--- config.mk ---
export PLATFORM = sky130hd
export DESIGN_NAME = imem_loader
export DESIGN_NICKNAME = d
export VERILOG_FILES = /design/src/rtl/imem_loader.sv
export SDC_FILE = /design/constraint.sdc
export NUM_CORES = 1
export LEC_CHECK = 0
export ABC_AREA = 1
export ABC_CLOCK_PERIOD_IN_PS = 1800
export CAP_MARGIN = 20
export CORE_MARGIN = 2
export CORE_UTILIZATION = 54
export CTS_CLUSTER_DIAMETER = 50
export DETAILED_ROUTE_END_ITERATION = 6
export GPL_TIMING_DRIVEN = 0
export HOLD_SLACK_MARGIN = 0.12
export PLACE_DENSITY = 0.83
export SYNTH_ARGS = -nofsm -noshare
export SYNTH_HDL_FRONTEND = slang
export SYNTH_SLANG_ARGS = --single-unit
--- constraint.sdc ---
create_clock -name clk -period 1.8 [get_ports clk]
set_input_delay 0.36 -clock clk [delete_from_list [all_inputs] [get_ports clk]]
set_output_delay 0.36 -clock clk [all_outputs]
set_load 0.01 [all_outputs]
--- src/rtl/imem_loader.sv ---
// rtl/imem_loader.sv - framed byte-stream loader that packs bytes into words and fills instruction memory
// Holds the core in reset until a full frame with a matching XOR checksum has been written.
module imem_loader #(
   parameter int ADDR_W = 8
) (
   input  logic              clk,
   input  logic              reset,
   input  logic              in_valid,
   input  logic [7:0]        in_data,
   output logic              in_ready,
   output logic              imem_we,
   output logic [ADDR_W-1:0] imem_addr,
   output logic [31:0]       imem_wdata,
   output logic              cpu_hold,
   output logic              load_done,
   output logic              load_error,
   output logic [ADDR_W:0]   word_count
);

   typedef enum logic [2:0] {
      S_SYNC, S_LEN_LO, S_LEN_HI, S_DATA, S_CSUM, S_DONE, S_ERROR
   } state_t;

   state_t      state;
   logic [15:0] len;
   logic [23:0] word_buf;
   logic [1:0]  byte_cnt;
   logic [7:0]  csum;
   logic        accept;
   logic [16:0] len_new;
   logic [16:0] len_max;
   logic [16:0] wc_next;

   assign accept  = in_valid && in_ready;
   assign len_new = {1'b0, in_data, len[7:0]};
   assign len_max = 17'd1 << ADDR_W;
   assign wc_next = 17'(word_count) + 17'd1;

   always_ff @(posedge clk) begin
      if (reset) begin
         state      <= S_SYNC;
         len        <= '0;
         word_buf   <= '0;
         byte_cnt   <= '0;
         csum       <= '0;
         in_ready   <= 1'b1;
         imem_we    <= 1'b0;
         imem_addr  <= '0;
         imem_wdata <= '0;
         cpu_hold   <= 1'b1;
         load_done  <= 1'b0;
         load_error <= 1'b0;
         word_count <= '0;
      end else begin
         imem_we <= 1'b0;
         case (state)
            S_SYNC: begin
               csum       <= '0;
               byte_cnt   <= '0;
               word_count <= '0;
               imem_addr  <= '0;
               if (accept && in_data == 8'hA5)
                  state <= S_LEN_LO;
            end
            S_LEN_LO: begin
               if (accept) begin
                  len[7:0] <= in_data;
                  state    <= S_LEN_HI;
               end
            end
            S_LEN_HI: begin
               // Reject lengths that would wrap the address space before any write happens.
               if (accept) begin
                  len[15:8] <= in_data;
                  if (len_new > len_max) begin
                     state      <= S_ERROR;
                     in_ready   <= 1'b0;
                     load_error <= 1'b1;
                  end else if (len_new == 17'd0) begin
                     state <= S_CSUM;
                  end else begin
                     state <= S_DATA;
                  end
               end
            end
            S_DATA: begin
               if (accept) begin
                  csum     <= csum ^ in_data;
                  byte_cnt <= byte_cnt + 2'd1;
                  word_buf <= {in_data, word_buf[23:8]};
                  if (byte_cnt == 2'd3) begin
                     imem_we    <= 1'b1;
                     imem_wdata <= {in_data, word_buf};
                     imem_addr  <= word_count[ADDR_W-1:0];
                     word_count <= word_count + 1'b1;
                     if (wc_next == {1'b0, len})
                        state <= S_CSUM;
                  end
               end
            end
            S_CSUM: begin
               if (accept) begin
                  in_ready <= 1'b0;
                  if (in_data == csum) begin
                     state     <= S_DONE;
                     load_done <= 1'b1;
                     cpu_hold  <= 1'b0;
                  end else begin
                     state      <= S_ERROR;
                     load_error <= 1'b1;
                  end
               end
            end
            default: ;
         endcase
      end
   end

endmodule

# --- Yosys cells after proc, flatten, opt, wreduce, memory -nomap -nowiden ---
# Cells that the tools add are included.
classes:
  n_lt_le_gt_ge: 1
  bitwise_logic: 3
  addsub: 3
  n_reduce_logical: 18
  eq_ne: 17
  multipliers: 0
  shift: 0
  n_mux: 31
  div: 0
ops:
  columns: ["op", "n"]
  rows:
  - ["one-hot mux 8 bit (2 select lines)", 2]
  - ["two-way mux 3 bit", 9]
  - ["two-way mux 8 bit", 3]
  - ["two-way mux 9 bit", 2]
  - ["!= test 2 bit (second input constant)", 9]
  - ["one-hot mux 9 bit (2 select lines)", 1]
  - ["zero test 17 bit", 1]
  - ["== test 10 x 16 -> 1 bit", 1]
  - ["> comparator 16 x 9 -> 1 bit (second input constant)", 1]
  - ["one-hot mux 3 bit (5 select lines)", 1]
  - ["adder 9 x 1 -> 10 bit (second input constant)", 1]
  - ["adder 9 x 1 -> 9 bit (second input constant)", 1]
  - ["AND reduction 3 bit", 3]
  - ["== test 8 bit", 1]
  - ["== test 8 bit (second input constant)", 1]
  - ["two-way mux 1 bit", 8]
  - ["AND reduction 2 bit", 4]
  - ["AND reduction 8 bit", 1]
  - ["bitwise XOR 8 bit", 1]
  - ["== test 3 x 2 -> 1 bit (second input constant)", 2]
  - ["AND reduction 5 bit", 1]
  - ["nonzero test 5 bit", 1]
  - ["two-way mux 2 bit", 2]
  - ["one-hot mux 1 bit (2 select lines)", 2]
  - ["11 further kinds", 14]
word_totals:
  ff_bits: 107
  wordCells: 87
  output_inout_bits: 54
  mem_bits_rw: 0
  romBits: 0
  input_bits: 11
  memories: 0
  latch_bits: 0

# --- Logic depth before layout (Yosys ltp) ---
# Gate-level depths: netlist of run 1.
depth:
  ltp_word: 6
  depth_mapped: 13
  depth_no_buf: 13

# --- Least setup slack after synthesis of run 1 ---
# OpenSTA, ideal clock, no wires.
synth_timing:
  path_type: "register to register"
  startpoint: "reg word_count[0]"
  endpoint: "reg state[2]"
  stages_incl_launch_ff: 13
  synth_period_minus_slack_ns: 1.802
  n_path_buf: 0
  setup_time_ns: 0.115
  arrival_ns: 1.687
  path_slack_ns: -0.002
  t_required_ns: 1.685
  cell_sequence: "dfxtp_1 > ha_1 > nand2_1 > nor2_1 > nand2_1 > nand3_1 > nand2_1 > nor2_1 > nand3_1 > o21bai_2 > nand3_1 > nand2_1 > nor2_1"
synth_via:
  elab_chain_len: 4
synth_lines:
  columns: ["item", "line", "source"]
  rows:
  - ["from (decl)", "17", "output logic [ADDR_W:0] word_count"]
  - ["from (signal assigned)", "95", "word_count <= word_count + 1'b1;"]
  - ["adder 9 x 1 -> 10 bit", "37", "assign wc_next = 17'(word_count) + 17'd1;"]
  - ["== test 10 x 16 -> 1 bit", "96", "if (wc_next == {1'b0, len})"]
  - ["!= test 2 bit (no line)", null, null]
  - ["AND reduction 8 bit (no line)", null, null]
  - ["to (signal assigned)", "41", "state <= S_SYNC;"]
  - ["to (signal assigned)", "97", "state <= S_CSUM;"]
  - ["to (signal assigned)", "105", "state <= S_DONE;"]
  - ["to (decl)", "24", "state_t state;"]
# No other way between the ends.
# A chain may end at the register's enable or synchronous reset.

# --- Final worst setup path of run 1 ---
layout_timing:
  startpoint: "reg word_count[0]"
  endpoint: "reg state[0]"
# The elaborated chain is that of the path after synthesis.

==> impl_metrics.prom, run 1 <==
# TYPE chip_impl_metric gauge
chip_impl_info{name="failed_checks",value="setup timing"} 1
chip_impl_metric{name="ratio_of_final_minimum_period_to_clock_period",unit=""} 1.05
chip_impl_info{name="cp-endpoint",value="state[0]"} 1
chip_impl_metric{name="cp.arrival",unit="ns"} 2.15
chip_impl_info{name="synth-main-ff-cell",value="sky130_fd_sc_hd__dfxtp_1"} 1
chip_impl_metric{name="grt.total_usage",unit=""} 0.261
chip_impl_info{name="tritoncts",value="yes"} 1
chip_impl_metric{name="leakage_power",unit="nW"} 2.22
chip_impl_metric{name="synth_enable_flop_cells",unit=""} 0
chip_impl_metric{name="post-route-worst-setup-slack",unit="ns"} -0.0844
chip_impl_info{name="synth_area_leaders",value="sky130_fd_sc_hd__dfxtp_1, sky130_fd_sc_hd__nand2_1, sky130_fd_sc_hd__a21oi_1"} 1
chip_impl_metric{name="antenna_cells",unit=""} 0
chip_impl_metric{name="route.met2.wl",unit="um"} 5710
chip_impl_info{name="yosysMostFrequentCell",value="sky130_fd_sc_hd__nand2_1"} 1
chip_impl_metric{name="reg2regPathDepth",unit=""} 12
chip_impl_metric{name="wl_per_cell",unit="um"} 15.1
chip_impl_metric{name="ioPinCount",unit=""} 65
chip_impl_info{name="grt_setup_unrepaired",value="true"} 1
chip_impl_info{name="min_path_type",value="in -> reg"} 1
chip_impl_metric{name="post_drt_via_cell_ratio",unit=""} 5.55
chip_impl_info{name="synth_top_area_cell",value="sky130_fd_sc_hd__dfxtp_1"} 1
chip_impl_metric{name="synth-warning-count",unit=""} 0
chip_impl_metric{name="drt_pass1_iterations",unit=""} 6
chip_impl_metric{name="timing.critical_path.depth",unit=""} 12
chip_impl_metric{name="yosys.cell_types.count",unit=""} 31
chip_impl_metric{name="first_pass_grt_wire_length",unit="um"} 18700
chip_impl_metric{name="routed-via-count",unit=""} 4348
chip_impl_metric{name="grt_pass1_vias",unit=""} 3995
chip_impl_info{name="crit_family",value="simple AND/OR/NAND/NOR gates"} 1
chip_impl_metric{name="post-route-min-period",unit="ns"} 1.88
chip_impl_info{name="status",value="complete, but fails checks"} 1
chip_impl_info{name="cts_root_buf",value="sky130_fd_sc_hd__clkbuf_8"} 1
chip_impl_metric{name="timing.max_cap.violations",unit=""} 0
chip_impl_metric{name="die_x",unit="um"} 95.1
chip_impl_metric{name="path_max_fanout",unit=""} 6
chip_impl_metric{name="clock_latency",unit="ns"} 0.38
chip_impl_metric{name="switching_power",unit="mW"} 2.09
chip_impl_metric{name="whs",unit="ns"} 0.406
chip_impl_metric{name="register_bit_total_from_synthesis",unit=""} 107
chip_impl_metric{name="p_int",unit="mW"} 3.74
chip_impl_metric{name="switching_share_of_total_power",unit=""} 0.359
chip_impl_info{name="critPathLaunchType",value="flop"} 1
chip_impl_metric{name="met3WireLength",unit="um"} 765
chip_impl_metric{name="clkSinkCount",unit=""} 107
chip_impl_metric{name="antenna_found_initial",unit=""} 0
chip_impl_info{name="crit_path_end_kind",value="flop"} 1
chip_impl_metric{name="ir_worst_vdd",unit="V"} 0.00101
chip_impl_metric{name="max_freq",unit="MHz"} 531
chip_impl_metric{name="h-tree-depth",unit=""} 3
chip_impl_info{name="critical_path.startpoint",value="word_count[0]"} 1
chip_impl_metric{name="post-synth-top-area-fraction",unit=""} 0.478
chip_impl_metric{name="synth_area",unit="um^2"} 4490
chip_impl_metric{name="global_route.overflow_total",unit=""} 0
chip_impl_metric{name="site_rows",unit=""} 33
chip_impl_metric{name="first_iter_violations",unit=""} 258
chip_impl_metric{name="floorplan.core_area",unit="um^2"} 8130
chip_impl_info{name="synth_commonest_cells",value="sky130_fd_sc_hd__nand2_1, sky130_fd_sc_hd__dfxtp_1, sky130_fd_sc_hd__a21oi_1"} 1
chip_impl_metric{name="ctsLongestPathBuffers",unit=""} 2
chip_impl_metric{name="finalHoldViolations",unit=""} 0
chip_impl_info{name="worstPathCellList",value="buf_4, nand3_1, nand2_1, nand2_1, nand2_1, nand2_1, nor2_4, nand3_2, o21bai_4, nand3_2, nand2_1, nor2_1"} 1
chip_impl_info{name="worst_path_most_repeated_cell",value="sky130_fd_sc_hd__nand2_1"} 1
chip_impl_info{name="timing_worst_setup_path_type",value="reg -> reg"} 1
chip_impl_metric{name="route.detailed.drc",unit=""} 0
chip_impl_metric{name="maxSlewHeadroom",unit=""} 0.589
chip_impl_metric{name="cp_data_required_time",unit="ns"} 2.07
chip_impl_metric{name="finalClockSkew",unit="ns"} 0.00791
chip_impl_metric{name="pwr-share-clk",unit=""} 0.246
chip_impl_metric{name="power.density_cell_area",unit="nW/um^2"} 1020
chip_impl_metric{name="num-fill-cells",unit=""} 651
chip_impl_metric{name="place_hpwl",unit="um"} 8190
chip_impl_metric{name="rrSetupSlack",unit="ns"} -0.08
chip_impl_info{name="cp_slowest_cell",value="sky130_fd_sc_hd__dfxtp_4"} 1
chip_impl_metric{name="floorplan.die_area",unit="um^2"} 9050
chip_impl_metric{name="effective_utilization_at_floorplan",unit=""} 0.551
chip_impl_metric{name="gp_congestion",unit=""} 0.887
chip_impl_metric{name="finalSetupViolations",unit=""} 3
chip_impl_metric{name="synth_cells",unit=""} 594
chip_impl_metric{name="seq_power_share",unit=""} 0.460
chip_impl_metric{name="io_buffer_count",unit=""} 63
chip_impl_metric{name="async_set_reset_flop_share_out_of_synthesis",unit=""} 0
chip_impl_metric{name="post_route_cells_drive_above_1_share",unit=""} 0.155
chip_impl_metric{name="postSynthAreaPerCell",unit="um^2"} 7.55
chip_impl_info{name="timing.rr.start",value="word_count[0]"} 1
chip_impl_metric{name="layout_area_growth_over_synthesis",unit="%"} 27.3
chip_impl_info{name="topRoutingLayerUsed",value="met4"} 1
chip_impl_metric{name="cts_made_buffers",unit=""} 9
chip_impl_metric{name="placed_cell_area",unit="um^2"} 5250
chip_impl_metric{name="timing_worst_slew_pin_value",unit="ns"} 0.616
chip_impl_metric{name="path_buf_inv",unit=""} 1
chip_impl_metric{name="critical-path-max-stage-delay",unit="ns"} 0.38
chip_impl_metric{name="chipHeight",unit="um"} 95.1
chip_impl_metric{name="antenna_violating_nets_remaining",unit=""} 0
chip_impl_metric{name="grt_max_degree",unit=""} 18
chip_impl_metric{name="yosysSeqAreaShare",unit=""} 0.478
chip_impl_metric{name="nNetsFinal",unit=""} 687
chip_impl_info{name="critical_path.reg2reg.endpoint",value="state[0]"} 1
chip_impl_metric{name="totalWireLength",unit="um"} 11800
chip_impl_metric{name="maxSlewViolCount",unit=""} 0
chip_impl_metric{name="cts.reportedPaths.clkPinSlew",unit="ns"} 0.10
chip_impl_metric{name="postSynthNetCount",unit=""} 607
chip_impl_metric{name="wl_met1",unit="um"} 5100
chip_impl_metric{name="finalInstanceArea",unit="um^2"} 5710
chip_impl_metric{name="comb_power_share",unit=""} 0.294
## worst reg2reg max path, delay by kind of cell (launching register included)
kind | cells | cell delay, ns
AO/OA/AOI/OAI | 1 | 0.26
buffers and inverters | 1 | 0.16
flip-flops | 1 | 0.38
AND/OR/NAND/NOR | 10 | 1.00
## worst min-delay path by stage
stage,startpoint,cells past startpoint,endpoint
2_1_floorplan,len[10],2,len[10]
3_3_place_gp,cpu_hold,2,cpu_hold
3_5_place_dp,word_buf[7],2,word_buf[7]
4_1_cts,reset,2,csum[1]
5_1_grt,in_data[2],3,imem_wdata[26]
6_report,in_data[2],3,imem_wdata[26]
## layout by cell type, fill, tap and decap left out, drive strengths merged, types with 5 or more instances in the layout
cell type and n:
nand2 113, nor2 47, o21ai 68, clkdlybuf4s50 61, nand4 5, inv 60
dfxtp 107, buf 14, nand3 62, clkinv 5, a21oi 77, xnor2 5
xor2 6, clkbuf 32
## routing by layer
| metal | vias to the layer above | track usage |
|---|---|---|
| li1 | 2117 | - |
| met1 | 2037 | 0.342 |
| met2 | 164 | 0.454 |
| met3 | 30 | 0.0435 |
| met4 | 0 | 0.0507 |
| met5 | - | 0 |
## state kept, by name, indices dropped and copies added (netlist names)
register,count
imem_addr,8
cpu_hold,1
load_done,1
word_count,9
imem_wdata,32
word_buf,24
csum,8
imem_we,1
in_ready,1
state,3
byte_cnt,2
len,16
load_error,1
## what timing repair did
| item | 4_1_cts | 5_1_grt |
|---|---|---|
| endpoints found under the setup margin | 37 | 84 |
| setup buffers | 4 | 3 |
| resized for setup | 16 | 58 |
| hold buffers | 0 | 0 |
| pin swaps | 4 | 12 |
## stage by stage
stage / utilization / cells / setup TNS [ns] / worst slack [ns] / power [mW]
after detailed placement: 0.645 / 762 / -16.83 / -0.500 / 4.22
after global placement: 0.645 / 762 / -13.71 / -0.433 / 4.17
after CTS: 0.679 / 782 / 0 / 0.00574 / 5.68
after global routing: 0.702 / 784 / -0.665 / -0.209 / 6.11
final: 0.702 / 784 / -0.168 / -0.0844 / 5.83
after floorplan: - / 594 / 0 / 0.0567 / 3.82
## power groups by stage
stage / clock network [mW] / registers, mW / logic [mW]
global placement: 0 / 2.71 / 1.46
detailed placement: 0 / 2.72 / 1.50
floorplan: 0 / 2.70 / 1.12
finish: 1.44 / 2.68 / 1.71
CTS: 1.43 / 2.67 / 1.58
global route: 1.52 / 2.70 / 1.89
## layout make-up
| cell class | count | area, um^2 | share of cell area |
|---|---|---|---|
| Sequential cell | 107 | 2160 | 0.379 |
| Multi-Input combinational cell | 398 | 2160 | 0.379 |
| Timing Repair Buffer | 70 | 692 | 0.121 |
| Inverter | 61 | 235 | 0.0412 |
| Clock buffer | 12 | 155 | 0.0272 |
| Buffer | 27 | 134 | 0.0235 |
| Tap cell | 105 | 131 | 0.0230 |
| Clock inverter | 4 | 33.8 | 0.00592 |
## logic make-up after synthesis
group                      Yosys count  share of synthesized area
AOI/OAI and AO/OA                  151                      0.182
and+or+nand+nor                    233                      0.229
DFF                                107                      0.478
adders and majority gates            2                    0.00558
buffers and inverters               89                     0.0792
xor gates and xnor gates            12                     0.0265
Note: power is estimated with default switching activity, not from simulation.
==> run 2, diff against run 1 <==
--- a/config.mk
+++ b/config.mk
@@ -15,6 +15,7 @@
 export GPL_TIMING_DRIVEN = 0
 export HOLD_SLACK_MARGIN = 0.12
 export PLACE_DENSITY = 0.83
+export REMOVE_ABC_BUFFERS = 1
 export SYNTH_ARGS = -nofsm -noshare
 export SYNTH_HDL_FRONTEND = slang
 export SYNTH_SLANG_ARGS = --single-unit
==> impl_metrics.prom, run 2 (synthesis gave the netlist of run 1 again) <==
# TYPE chip_impl_metric gauge
chip_impl_metric{name="maxSlewViolCount",unit=""} 0
chip_impl_metric{name="cts.reportedPaths.clkPinSlew",unit="ns"} 0.11
chip_impl_metric{name="h-tree-depth",unit=""} 3
chip_impl_metric{name="whs",unit="ns"} 0.390
chip_impl_metric{name="ir_worst_vdd",unit="V"} 0.000726
chip_impl_metric{name="cts_made_buffers",unit=""} 9
chip_impl_metric{name="nNetsFinal",unit=""} 675
chip_impl_metric{name="antenna_violating_nets_remaining",unit=""} 0
chip_impl_info{name="crit_path_end_kind",value="flop"} 1
chip_impl_metric{name="leakage_power",unit="nW"} 2.26
chip_impl_metric{name="cp.arrival",unit="ns"} 2.14
chip_impl_info{name="critPathLaunchType",value="flop"} 1
chip_impl_metric{name="site_rows",unit=""} 33
chip_impl_metric{name="chipHeight",unit="um"} 95.1
chip_impl_metric{name="cp_data_required_time",unit="ns"} 2.09
chip_impl_metric{name="postCtsHoldBufs",unit=""} 0
chip_impl_metric{name="num-fill-cells",unit=""} 594
chip_impl_metric{name="place_hpwl",unit="um"} 7150
chip_impl_metric{name="clock_latency",unit="ns"} 0.40
chip_impl_metric{name="flip_flop_count_of_the_largest_register_all_copies_and_words_added",unit=""} 32
chip_impl_info{name="status",value="complete, but fails checks"} 1
chip_impl_metric{name="timing_worst_slew_pin_value",unit="ns"} 0.958
chip_impl_info{name="grt_setup_unrepaired",value="true"} 1
chip_impl_metric{name="finalSetupViolations",unit=""} 3
chip_impl_metric{name="grt.total_usage",unit=""} 0.266
chip_impl_metric{name="finalClockSkew",unit="ns"} 0.0139
chip_impl_metric{name="ratio_of_final_minimum_period_to_clock_period",unit=""} 1.03
chip_impl_metric{name="grt_max_degree",unit=""} 73
chip_impl_metric{name="floorplan.die_area",unit="um^2"} 9050
chip_impl_metric{name="global_route.overflow_total",unit=""} 0
chip_impl_metric{name="post_drt_via_cell_ratio",unit=""} 5.67
chip_impl_metric{name="post_route_cells_drive_above_1_share",unit=""} 0.180
chip_impl_metric{name="register_area",unit="um^2"} 2170
chip_impl_metric{name="timing.max_cap.violations",unit=""} 0
chip_impl_metric{name="ctsLongestPathBuffers",unit=""} 2
chip_impl_metric{name="power.density_cell_area",unit="nW/um^2"} 1040
chip_impl_metric{name="antenna_found_initial",unit=""} 0
chip_impl_info{name="final_common_cell",value="sky130_fd_sc_hd__nand2_1"} 1
chip_impl_metric{name="die_x",unit="um"} 95.1
chip_impl_info{name="reg.largest.list",value="imem_wdata x32, word_buf x24, len x16"} 1
chip_impl_metric{name="total_power",unit="mW"} 6.08
chip_impl_metric{name="ioPinCount",unit=""} 65
chip_impl_metric{name="post-route-worst-setup-slack",unit="ns"} -0.0506
chip_impl_metric{name="total_area_of_multi_input_combinational_cells",unit="um^2"} 2220
chip_impl_info{name="failed_checks",value="setup timing"} 1
chip_impl_metric{name="io_buffer_count",unit=""} 64
chip_impl_info{name="cts_root_buf",value="sky130_fd_sc_hd__clkbuf_8"} 1
chip_impl_metric{name="route.detailed.drc",unit=""} 0
chip_impl_metric{name="first_iter_violations",unit=""} 367
chip_impl_metric{name="finalHoldViolations",unit=""} 0
chip_impl_metric{name="wl_per_cell",unit="um"} 15.9
chip_impl_info{name="timing_worst_setup_path_type",value="reg -> reg"} 1
chip_impl_metric{name="drt_pass1_iterations",unit=""} 7
chip_impl_metric{name="floorplan.core_area",unit="um^2"} 8130
chip_impl_metric{name="gp_congestion",unit=""} 0.915
chip_impl_metric{name="clkSinkCount",unit=""} 107
chip_impl_metric{name="first_pass_grt_wire_length",unit="um"} 18800
chip_impl_metric{name="path_max_fanout",unit=""} 6
chip_impl_info{name="min_path_type",value="in -> reg"} 1
chip_impl_metric{name="routed-via-count",unit=""} 4374
chip_impl_metric{name="grt_pass1_vias",unit=""} 3946
chip_impl_info{name="registers.top_by_ff_count",value="imem_wdata"} 1
chip_impl_metric{name="layout_area_growth_over_synthesis",unit="%"} 30.4
chip_impl_metric{name="maxSlewHeadroom",unit=""} 0.362
chip_impl_info{name="mostFrequentLayoutCells",value="sky130_fd_sc_hd__nand2_1, sky130_fd_sc_hd__dfxtp_1, sky130_fd_sc_hd__a21oi_1"} 1
chip_impl_metric{name="max_freq",unit="MHz"} 540
chip_impl_info{name="tritoncts",value="yes"} 1
chip_impl_metric{name="totalWireLength",unit="um"} 12300
chip_impl_metric{name="post-route-min-period",unit="ns"} 1.85
chip_impl_metric{name="effective_utilization_at_floorplan",unit=""} 0.551
chip_impl_metric{name="antenna_cells",unit=""} 0
## run 2: cell types whose count changed in the layout (fill, tap and decap cells not counted), sizes merged
cell           previous run  this run
clkbuf                   32         9
buf                      14        19
inv                      60        63
clkdlybuf4s50            61        59
clkinv                    5         3
clkinvlp                  0         2
dlymetal6s2s              2         4
nor2                     47        49
clkdlybuf4s15             0         1
## run 2: worst paths after layout
path,depth (start not counted),slack (ns),end,from
max reg2reg,12,-0.05,state[1],word_count[1]
min,3,0.39,imem_wdata[26],in_data[2]
max,12,-0.05,state[1],word_count[1]
min reg2reg,2,0.45,cpu_hold,cpu_hold
## run 2: what timing repair did
action | 4_1_cts | 5_1_grt
resized for setup | 38 | 61
endpoints found under the setup margin | 103 | 58
buffers inserted | 10 | 8
gates cloned | 2 | 0
pin swaps | 9 | 20
## run 2: final cells by class
class                           count  area share
Timing Repair Buffer               83       0.148
Sequential cell                   107       0.371
Inverter                           61      0.0456
Clock inverter                      7      0.0128
Clock buffer                        9      0.0212
Tap cell                          105      0.0225
Multi-Input combinational cell    400       0.379
## run 2: per-stage QoR
step	std cells	TNS, ns	worst slack (ns)	instance area (um^2)	util
after floorplan	566	-8.48	-0.432	4360	-
after global placement	735	-197.34	-2.59	5130	0.631
after detailed placement	736	-92.75	-1.51	5160	0.634
after CTS	764	-0.0100	-0.0100	5580	0.686
after global routing	772	-0.408	-0.135	5850	0.719
final	772	-0.144	-0.0506	5850	0.719
## run 2: power breakdown
part	internal, mW	switching, mW
combinational	0.713	1.19
sequential	2.54	0.130
clock	0.554	0.948
total	3.81	2.27
## run 2: worst max-delay path, cell delays in order (launching register included)
cell and delay (ns):
sky130_fd_sc_hd__dfxtp_4 0.39, sky130_fd_sc_hd__ha_4 0.17, sky130_fd_sc_hd__nand2_2 0.11, sky130_fd_sc_hd__nor2_4 0.12, sky130_fd_sc_hd__nand2_1 0.07, sky130_fd_sc_hd__nand2_1 0.10
sky130_fd_sc_hd__nand3_1 0.11, sky130_fd_sc_hd__nand2_1 0.11, sky130_fd_sc_hd__nand3_2 0.11, sky130_fd_sc_hd__o21bai_4 0.25, sky130_fd_sc_hd__nand3_2 0.09, sky130_fd_sc_hd__nand2_1 0.06
sky130_fd_sc_hd__nor2_1 0.05
## run 2: metal layers
| layer | track usage | vias up | part of all wire |
|---|---|---|---|
| li1 | - | 2094 | - |
| met4 | 0.0918 | 0 | 0.023 |
| met5 | 0 | - | 0 |
| met2 | 0.459 | 203 | 0.50 |
| met3 | 0.0451 | 40 | 0.068 |
| met1 | 0.335 | 2037 | 0.41 |
==> run 3, diff against run 2 <==
--- a/config.mk
+++ b/config.mk
@@ -6,13 +6,13 @@
 export NUM_CORES = 1
 export LEC_CHECK = 0
 export ABC_AREA = 1
-export ABC_CLOCK_PERIOD_IN_PS = 1800
 export CAP_MARGIN = 20
 export CORE_MARGIN = 2
 export CORE_UTILIZATION = 54
+export CTS_BUF_LIST = sky130_fd_sc_hd__clkbuf_16
 export CTS_CLUSTER_DIAMETER = 50
 export DETAILED_ROUTE_END_ITERATION = 6
-export GPL_TIMING_DRIVEN = 0
+export GPL_TIMING_DRIVEN = 1
 export HOLD_SLACK_MARGIN = 0.12
 export PLACE_DENSITY = 0.83
 export REMOVE_ABC_BUFFERS = 1
==> impl_metrics.prom, run 3 (synthesis gave the netlist of run 1 again) <==
# TYPE chip_impl_metric gauge
chip_impl_metric{name="site_rows",unit=""} 33
chip_impl_metric{name="floorplan.core_area",unit="um^2"} 8130
chip_impl_metric{name="wl_per_cell",unit="um"} 15.6
chip_impl_info{name="worstPathCellList",value="buf_6, nand2_4, nor2_4, nand2_2, nand3_2, nand2_1, nor2_2, nand3_2, o21bai_4, nand3_2, nand2_1, nor2_1"} 1
chip_impl_metric{name="placed_cell_area",unit="um^2"} 5540
chip_impl_metric{name="fin_setup_tns",unit="ns"} -0.163
chip_impl_metric{name="clkSinkCount",unit=""} 107
chip_impl_metric{name="routed-via-count",unit=""} 4488
chip_impl_metric{name="met3WireLength",unit="um"} 872
chip_impl_metric{name="maxSlewViolCount",unit=""} 0
chip_impl_metric{name="cts_made_buffers",unit=""} 9
chip_impl_metric{name="nNetsFinal",unit=""} 705
chip_impl_metric{name="total_power",unit="mW"} 6.41
chip_impl_info{name="min_path_type",value="reg -> reg"} 1
chip_impl_metric{name="io_buffer_count",unit=""} 64
chip_impl_metric{name="maxSlewHeadroom",unit=""} 0.747
chip_impl_info{name="grt_setup_unrepaired",value="true"} 1
chip_impl_metric{name="finalHoldViolations",unit=""} 0
chip_impl_metric{name="first_iter_violations",unit=""} 377
chip_impl_metric{name="grt_pass1_vias",unit=""} 4098
chip_impl_info{name="registers.top_by_ff_count",value="imem_wdata"} 1
chip_impl_metric{name="ctsLongestPathBuffers",unit=""} 2
chip_impl_info{name="cts_root_buf",value="sky130_fd_sc_hd__clkbuf_16"} 1
chip_impl_info{name="topRoutingLayerUsed",value="met4"} 1
chip_impl_metric{name="gp_congestion",unit=""} 0.894
chip_impl_metric{name="post-route-min-period",unit="ns"} 1.86
chip_impl_metric{name="ir_worst_vdd",unit="V"} 0.000869
chip_impl_metric{name="max_freq",unit="MHz"} 537
chip_impl_metric{name="timing.max_cap.violations",unit=""} 0
chip_impl_info{name="worst_path_most_repeated_cell",value="sky130_fd_sc_hd__nand3_2"} 1
chip_impl_metric{name="antenna_found_initial",unit=""} 0
chip_impl_info{name="failed_checks",value="setup timing"} 1
chip_impl_metric{name="place_hpwl",unit="um"} 8050
chip_impl_info{name="critPathLaunchType",value="flop"} 1
chip_impl_metric{name="critical-path-max-stage-delay",unit="ns"} 0.38
chip_impl_metric{name="chipHeight",unit="um"} 95.1
chip_impl_metric{name="h-tree-depth",unit=""} 3
chip_impl_metric{name="route.detailed.drc",unit=""} 0
chip_impl_metric{name="leakage_power",unit="nW"} 2.47
chip_impl_info{name="reg.largest.list",value="imem_wdata x32, word_buf x24, len x16"} 1
chip_impl_metric{name="grt_max_degree",unit=""} 73
chip_impl_metric{name="ratio_of_final_minimum_period_to_clock_period",unit=""} 1.03
chip_impl_metric{name="cp.arrival",unit="ns"} 2.10
chip_impl_metric{name="finalSetupViolations",unit=""} 3
chip_impl_metric{name="ioPinCount",unit=""} 65
chip_impl_metric{name="min_delay_path_depth",unit=""} 2
chip_impl_metric{name="timing_worst_slew_pin_value",unit="ns"} 0.379
chip_impl_metric{name="post-route-worst-setup-slack",unit="ns"} -0.0629
chip_impl_metric{name="power.density_cell_area",unit="nW/um^2"} 1060
chip_impl_metric{name="path_max_fanout",unit=""} 6
chip_impl_metric{name="num-fill-cells",unit=""} 546
chip_impl_info{name="crit_path_end_kind",value="flop"} 1
chip_impl_metric{name="reg2regPathDepth",unit=""} 12
chip_impl_metric{name="post_drt_via_cell_ratio",unit=""} 5.60
chip_impl_metric{name="utilization",unit=""} 0.741
chip_impl_info{name="cp_slowest_cell",value="sky130_fd_sc_hd__dfxtp_2"} 1
chip_impl_metric{name="post_route_cells_drive_above_1_share",unit=""} 0.182
chip_impl_metric{name="drt_pass1_iterations",unit=""} 6
chip_impl_metric{name="postCtsHoldBufs",unit=""} 0
chip_impl_info{name="tritoncts",value="yes"} 1
chip_impl_metric{name="global_route.overflow_total",unit=""} 0
chip_impl_metric{name="total_area_of_multi_input_combinational_cells",unit="um^2"} 2140
chip_impl_metric{name="cts.reportedPaths.clkPinSlew",unit="ns"} 0.07
chip_impl_metric{name="die_x",unit="um"} 95.1
chip_impl_metric{name="finalInstanceArea",unit="um^2"} 6020
chip_impl_metric{name="totalWireLength",unit="um"} 12500
chip_impl_metric{name="finalClockSkew",unit="ns"} 0.00770
chip_impl_metric{name="clock_latency",unit="ns"} 0.34
chip_impl_metric{name="rrSetupSlack",unit="ns"} -0.06
chip_impl_metric{name="cp_data_required_time",unit="ns"} 2.03
chip_impl_metric{name="antenna_cells",unit=""} 0
chip_impl_info{name="mostFrequentLayoutCells",value="sky130_fd_sc_hd__nand2_1, sky130_fd_sc_hd__dfxtp_1, sky130_fd_sc_hd__a21oi_1"} 1
chip_impl_info{name="timing_worst_setup_path_type",value="reg -> reg"} 1
chip_impl_metric{name="floorplan.die_area",unit="um^2"} 9050
chip_impl_info{name="final_common_cell",value="sky130_fd_sc_hd__nand2_1"} 1
chip_impl_metric{name="route.met2.wl",unit="um"} 6310
chip_impl_metric{name="flip_flop_count_of_the_largest_register_all_copies_and_words_added",unit=""} 32
chip_impl_metric{name="first_pass_grt_wire_length",unit="um"} 18800
chip_impl_metric{name="grt.total_usage",unit=""} 0.264
chip_impl_metric{name="effective_utilization_at_floorplan",unit=""} 0.551
chip_impl_metric{name="wl_met1",unit="um"} 4970
chip_impl_metric{name="antenna_violating_nets_remaining",unit=""} 0
chip_impl_metric{name="register_area",unit="um^2"} 2160
chip_impl_metric{name="layout_area_growth_over_synthesis",unit="%"} 34.3
chip_impl_info{name="status",value="complete, but fails checks"} 1
run 3: worst paths after layout:
| check | startpoint | endpoint |
|---|---|---|
| worst min-delay path | cpu_hold | cpu_hold |
| worst max-delay path | word_count[1] | state[1] |
| worst min register to register | cpu_hold | cpu_hold |
| worst max register to register | word_count[1] | state[1] |
run 3: through the flow:
stage                     setup slack, ns  std cells  hold WS, ns
after floorplan                    -0.432        566        0.429
after global placement             -0.157        783        0.436
after detailed placement           -0.184        783        0.435
after CTS                        0.000791        799        0.452
after global routing               -0.165        802        0.471
final                             -0.0629        802        0.452
run 3: repair_timing:
action                                  CTS  global route
setup buffers                             0             3
pin swaps                                 1            18
endpoints found under the setup margin    4            10
gates resized for setup                   4            52
run 3: layer usage:
metal | vias up | global-route usage
met4 | 0 | 0.0882
li1 | 2155 | -
met1 | 2106 | 0.323
met2 | 198 | 0.468
met3 | 29 | 0.0451
met5 | - | 0
run 3: cell type report:
type                            count  area share
Sequential cell                   107       0.358
Clock inverter                      7     0.00727
Tap cell                          105      0.0218
Clock buffer                        9      0.0374
Inverter                           61      0.0386
Multi-Input combinational cell    398       0.356
Timing Repair Buffer              115       0.181
run 3: where the power goes:
part / switching [mW] / internal (mW)
logic: 1.16 / 0.752
registers: 0.130 / 2.54
clock network: 0.893 / 0.941
total: 2.18 / 4.23
run 3: critical path: cells and delay by family (launching register included):
| family | cells | cell delay [ns] |
|---|---|---|
| buffers and inverters | 1 | 0.14 |
| AND/OR/NAND/NOR | 10 | 0.99 |
| flip-flops | 1 | 0.38 |
| AO/OA/AOI/OAI | 1 | 0.26 |
